**src/rtl/prio_scan_pkg.sv**
```systemverilog
// Shared types and helpers for the priority scan encoder.
// Optional out_cnt port is enabled by defining PRIO_SCAN_CNT_EN.
package prio_scan_pkg;

    typedef enum logic {
        IDLE = 1'b0,
        SCAN = 1'b1
    } state_t;

    // Index width: max(1, clog2(n)).
    function automatic int idx_w(input int n);
        return (n <= 2) ? 1 : $clog2(n);
    endfunction

endpackage

```
**src/rtl/prio_enc_n.sv**
```systemverilog
// Combinational highest-set-bit encoder; idx is 0 when no bit is set.
module prio_enc_n
    import prio_scan_pkg::*;
#(
    parameter  int N = 8,
    localparam int W = idx_w(N)
) (
    input  logic [N-1:0] vec,
    output logic [W-1:0] idx,
    output logic         any_set
);

    // Ascending scan so the last hit, i.e. the highest set bit, wins.
    always_comb begin
        idx = '0;
        for (int i = 0; i < N; i++) begin
            if (vec[i]) idx = W'(i);
        end
        any_set = |vec;
    end

endmodule

```
**src/rtl/prio_scan_enc.sv**
```systemverilog
// Latches a request vector and emits its set-bit indices high-to-low, one per handshake.
// Defining PRIO_SCAN_CNT_EN adds out_cnt (popcount of the pending bits).
module prio_scan_enc
    import prio_scan_pkg::*;
#(
    parameter  int N = 8,
    localparam int W = idx_w(N)
) (
    input  logic         clk,
    input  logic         rst,
    input  logic         in_valid,
    input  logic [N-1:0] in_vec,
    output logic         in_ready,
    input  logic         flush,
    output logic         out_valid,
    input  logic         out_ready,
    output logic [W-1:0] out_idx,
    output logic         out_last,
    output logic         empty_pulse
`ifdef PRIO_SCAN_CNT_EN
    ,
    output logic [W:0]   out_cnt
`endif
);

    state_t         state;
    logic [N-1:0]   pend;
    logic [W-1:0]   enc_idx;
    logic           enc_any;
    logic           one_hot;

    prio_enc_n #(.N(N)) u_enc (
        .vec     (pend),
        .idx     (enc_idx),
        .any_set (enc_any)
    );

    assign one_hot   = enc_any && ((pend & (pend - N'(1))) == '0);
    assign in_ready  = (state == IDLE);
    assign out_valid = (state == SCAN);
    assign out_idx   = out_valid ? enc_idx : '0;
    assign out_last  = out_valid & one_hot;

    always_ff @(posedge clk) begin
        if (rst) begin
            state       <= IDLE;
            pend        <= '0;
            empty_pulse <= 1'b0;
        end else begin
            empty_pulse <= 1'b0;
            // Flush beats any handshake in the same cycle, including acceptance.
            if (flush) begin
                state <= IDLE;
                pend  <= '0;
            end else begin
                case (state)
                    IDLE: begin
                        if (in_valid) begin
                            if (|in_vec) begin
                                pend  <= in_vec;
                                state <= SCAN;
                            end else begin
                                empty_pulse <= 1'b1;
                            end
                        end
                    end
                    SCAN: begin
                        if (out_ready) begin
                            pend <= pend & ~(N'(1) << enc_idx);
                            if (one_hot) state <= IDLE;
                        end
                    end
                    default: state <= IDLE;
                endcase
            end
        end
    end

`ifdef PRIO_SCAN_CNT_EN
    // pend is all-zero in IDLE, so the count reads 0 there without gating.
    always_comb begin
        out_cnt = '0;
        for (int i = 0; i < N; i++) begin
            out_cnt = out_cnt + (W+1)'(pend[i]);
        end
    end
`endif

endmodule
```
**config.mk**
```make
export PLATFORM = sky130hd
export DESIGN_NAME = prio_scan_enc
export DESIGN_NICKNAME = d
export VERILOG_FILES = /design/src/rtl/prio_scan_pkg.sv /design/src/rtl/prio_enc_n.sv /design/src/rtl/prio_scan_enc.sv
export SDC_FILE = /design/constraint.sdc
export NUM_CORES = 1
export LEC_CHECK = 0
export CAP_MARGIN = 20
export CORE_AREA = 2 2 39 41
export CTS_CLUSTER_SIZE = 30
export DETAILED_ROUTE_END_ITERATION = 6
export DIE_AREA = 0 0 41 43
export DONT_BUFFER_PORTS = 1
export HOLD_SLACK_MARGIN = 0.02
export PLACE_DENSITY = 0.72
export SETUP_SLACK_MARGIN = 0.2
export SYNTH_ARGS = -nofsm -noshare
export SYNTH_HDL_FRONTEND = slang
export SYNTH_SLANG_ARGS = --single-unit
```
**constraint.sdc**
```tcl
create_clock -name clk -period 2.56 [get_ports clk]
set_clock_uncertainty 0.2 [all_clocks]
set_input_delay 0.512 -clock clk [delete_from_list [all_inputs] [get_ports clk]]
set_output_delay 0.512 -clock clk [all_outputs]
set_load 0.01 [all_outputs]
```
[Yosys cells after proc, flatten, opt, wreduce, memory -nomap -nowiden]
Cells that the tools add are included.
Word-level totals
  input bits: 13
  logic and storage cells: 39
  output and inout port bits: 7
  register bits after elaboration: 10
Cells by class
  reductions and logical operators: 7
  shift-type cells: 1
  bitwise logic cells: 6
  add/sub/neg operators: 1
  equal/unequal tests: 3
  muxes and demuxes: 18
Operators with widths (number)
  $mux W8: 3
  $and A8 B8 Y8: 2
  $pmux W8 S2: 1
  $reduce_or A8 Y1: 2
  $mux W3: 5
  $logic_not A8 Y1: 1
  $not A8 Y8: 1
  $shl A1 B3 Y8 const A: 1
  $sub A8 B1 Y8 const B: 1
  $mux W1: 6
  $mux W2: 2
  $ne A2 B2 Y1 const B: 2
  $reduce_or A4 Y1: 1
  $reduce_and A3 Y1: 1
  $ne A2 B1 Y1 const B: 1
  $not A1 Y1: 2
  $pmux W1 S2: 1
  $reduce_or A2 Y1: 1
  $and A1 B1 Y1: 1
  $logic_and A1 B1 Y1: 1

[Logic depth before layout (Yosys ltp)]
  word-level depth: 12
  gate-level depth with buffers: 6
  depth with buffers taken out: 5

[Cells and area by module]
A second synthesis with hierarchy kept.
Second synthesis, totals
  cells, all modules: 78
  area, all modules: 624.3 um^2
By module, submodules not included
  prio_scan_enc: times used 1, cells each 66, sequential area each 200.2 um^2, area an instance 558.0 um^2
  prio_enc_n: times used 1, cells each 12, sequential area each 0.0 um^2, area an instance 66.3 um^2

[Least setup slack after synthesis]
OpenSTA, ideal clock, no wires.
  kind: register to output
  start point: reg pend[0]
  end point: out out_last
  data required time: 1.848 ns
  buffers on the path: 0
  stages on the path, launching flop included: 6
  setup slack: 0.475 ns
  data arrival time: 1.373 ns
  cells stage by stage: dfxtp_1 -> or4_4 -> o21ai_2 -> o311ai_2 -> nand2_1 -> and3_1
On the way
  cells in the longest elaborated chain, start to end: 5
  elaborated cells on any way between the ends: 6
  those cells by class: 1 x add/sub; 2 x bitwise; 3 x reduce/logical
Ends and longest elaborated chain
  start: declaration: RTL line prio_scan_enc.sv:27  | logic [N-1:0] pend;
  start signal: assignment: RTL line prio_scan_enc.sv:60  | pend <= in_vec;
  start signal: assignment: RTL line prio_scan_enc.sv:69  | pend <= pend & ~(N'(1) << enc_idx);
  $sub A8 B1 Y8: RTL line prio_scan_enc.sv:38  | assign one_hot = enc_any && ((pend & (pend - N'(1))) == '0);
  $and A8 B8 Y8: RTL line prio_scan_enc.sv:38
  $logic_not A8 Y1: RTL line prio_scan_enc.sv:38
  $logic_and A1 B1 Y1 (*): RTL line prio_scan_enc.sv:38
  $and A1 B1 Y1 (*): RTL line prio_scan_enc.sv:42  | assign out_last = out_valid & one_hot;
  end: declaration: RTL line prio_scan_enc.sv:18  | output logic out_last,
Mark *: on every way between the ends. The rest lies on a longest branch, timed or not.

[Worst setup path after layout]
  start point: reg pend[1]
  end point: out out_last
Same word-level chain as after synthesis.

==> results.md <==
* Status: finished clean
* GR Util All Layers at about a fifth
* Yosys cell types at 31
* Logic pwr share at 16.7%
* Max Cap Viol at 0
* Setup total negative slack at 0 ns
* Average routed wire per standard cell at 14.8 um
* Number of hold buffers added after CTS at 0
* Final net count at 97
* Internal at 0.277 mW
* Synthesized area per cell at 7.46 um^2
* Critical Path Start Type: flip-flop
* Worst min path class: in -> reg
* Total number of vias at 605
* Peak VDD IR at 0.262 mV
* Fmax at 0.411 GHz
* Syn Nets at 95
* CTS Sinks at 10
* Worst EP arrival at 1.72 ns
* Detail Route Antenna Nets at 0
* RSZ-0062 raised after global routing: yes
* DRT iter0 DRCs at 12
* Synth top area share at 32.7%
* Leakage at 0.227 nW
* Power density over cell area at 569 nW/um^2
* Skew-Pair Late Insertion Delay at around 0.28 ns
* Total Wirelength at 1460 um
* Die area at around 1800 um^2
* H-Tree Level Count at 1
* Residual DRC at 0
* Placed insts at 93
* DP HPWL at ~1100 um
* Clk pwr share at 38.7%
* Final hold vios at 0
* WP data required at 1.85 ns
* I/O pin count at 20
* Clock transition at path regs at about 0.07 ns
* DIE HEIGHT at 43 um
* First-pass GRT wire length at 2230 um
* Sequential share of power at 44.6%
* Synth cell count leaders: a21oi_1, dfxtp_1, nor2_1
* Antenna violations before repair at 0
* I/O Buffers at 0
* Core area at 1380 um^2
* Synthesized area at 612 um^2
* Cell taking the most area after synthesis: dfxtp_1
* Sw frac at 27.2%
* Number of global-route vias before repair at 539
* Setup Crit Path Kind: reg -> out
* Async set-reset flop share out of synthesis at 0%
* CTS tree: built
* Final core utilization at 48.3%
* Crit Path Max Fanout at 5
* Clock Tree Buf Depth at 2
* Clk root buf: clkbuf_4
* Most common cell in the netlist: a21oi_1
* Worst slew margin at 61.2%
* Antenna cell count at 0
* GPL Wtd Cong at 0.794
* Register area share after synthesis at about 33%
* Top post-synthesis cells by area: dfxtp_1, a21oi_1, nor2_1
* CP Cell Sequence: or4_4 -> o21ai_2 -> o311ai_2 -> nand2_1 -> and3_4
* Total CTS buffers at 3
* Crit. End Element: output port
* EDFF count, synth at 0
* Die width at 41 um
* CP max-delay cell: or4_4
* Final cycle utilization of the critical path at 95.1%
* Crit-path max cell delay at 0.55 ns
* Starting density of the core at 44.2%
* Final cell count without fillers at 99
* Syn Inst Count at a little over 80
* Gr ovfl total at 0
* Worst-margin pin slew at 0.581 ns
* Rows at 14
* Psw at 0.103 mW
* Tot Pwr at around 0.38 mW
* Synth warn at 0
* Ys flop type: dfxtp_1
* Seq cells post-synth at 10
* Pin count of the biggest net entering global routing at 11
* Slew Limit Fails at 0
* Area growth from synthesis to layout at 9.20%
* Final setup viols at 0
* Vias per inst at 6.11
* Share of layout cells above drive strength 1 at 16.9%
* Fin crit period at between 2 and 2.5 ns
* Drt first pass iters at 4
[worst max-delay path: cells and delay by family, from the launching register on]
kind             cells  cell delay, ns
AND/OR/NAND/NOR      3            0.85
flip-flops           1            0.34
AO/OA/AOI/OAI        2            0.25
[power by group through the flow]
stage	clock network (mW)	registers [mW]	logic (mW)
2_1_floorplan	0	0.168	0.0517
3_3_place_gp	0	0.173	0.0541
3_5_place_dp	0	0.173	0.0550
4_1_cts	0.149	0.169	0.0596
5_1_grt	0.154	0.171	0.0709
6_report	0.147	0.170	0.0635
[flip-flops by register name, summed over array words and instances, names as in the netlist]
name and cells:
pend 8, empty_pulse 1, out_valid 1
[cell usage in the layout, fill, tap and decap left out, types with 2 or more instances in the layout]
cell / netlist / layout
inv_1: 2 / 2
buf_4: 0 / 2
dfxtp_1: 10 / 10
clkbuf_4: 0 / 3
nand3_1: 2 / 2
a211oi_1: 2 / 2
nor2b_1: 2 / 2
a31oi_1: 2 / 2
o21ai_0: 5 / 5
a21oi_1: 13 / 13
nor4_2: 2 / 2
nor2_1: 10 / 10
nor3_1: 2 / 2
nand2_1: 8 / 8
[cells by family (layout without fill, tap and decap cells)]
| kind of cell | Yosys count | after routing | synth area share, % |
|---|---|---|---|
| AND/OR/NAND/NOR | 34 | 34 | 30.1 |
| AO/OA/AOI/OAI | 31 | 31 | 32.7 |
| flip-flops | 10 | 10 | 32.7 |
| buffers and inverters | 7 | 8 | 4.50 |
[routing by layer]
| metal | routed length (um) | global-route usage, % |
|---|---|---|
| met5 | 0 | 0 |
| met4 | 43 | 12.0 |
| met2 | 744 | 29.4 |
| met1 | 628 | 21.6 |
| met3 | 46 | 3.66 |
[timing repair]
item / 4_1_cts / 5_1_grt
endpoints found under the setup margin: 1 / 1
cloned: 0 / 0
resized for setup: 1 / 0
setup buffers: 1 / 1
pin swaps: 1 / 1
[through the flow]
step | hold WS (ns) | cell area, um^2 | setup WS, ns
6_report | 0.169 | 668 | 0.126
5_1_grt | 0.178 | 668 | 0.0220
4_1_cts | 0.162 | 661 | 0.119
3_5_place_dp | 0.294 | 612 | 0.416
3_3_place_gp | 0.287 | 612 | 0.442
2_1_floorplan | 0.267 | 612 | 0.475
[final cells by class]
class / count / area (um^2)
clock buffer: 4 / 36.3
fill: 142 / 716
inverter: 2 / 7.51
multi-input combinational: 65 / 389
sequential: 10 / 200
tap: 16 / 20.0
timing repair buffer: 2 / 15.0
[final timing paths]
path              startpoint        end  slack, ns  depth (start not counted)
setup / recovery     pend[1]   out_last       0.13                          5
hold / removal     in_vec[0]    pend[0]       0.17                          2
hold reg to reg      pend[0]    pend[0]       0.30                          2
setup reg to reg     pend[1]  out_valid       0.64                          6
(Power assumes the default switching activity.)
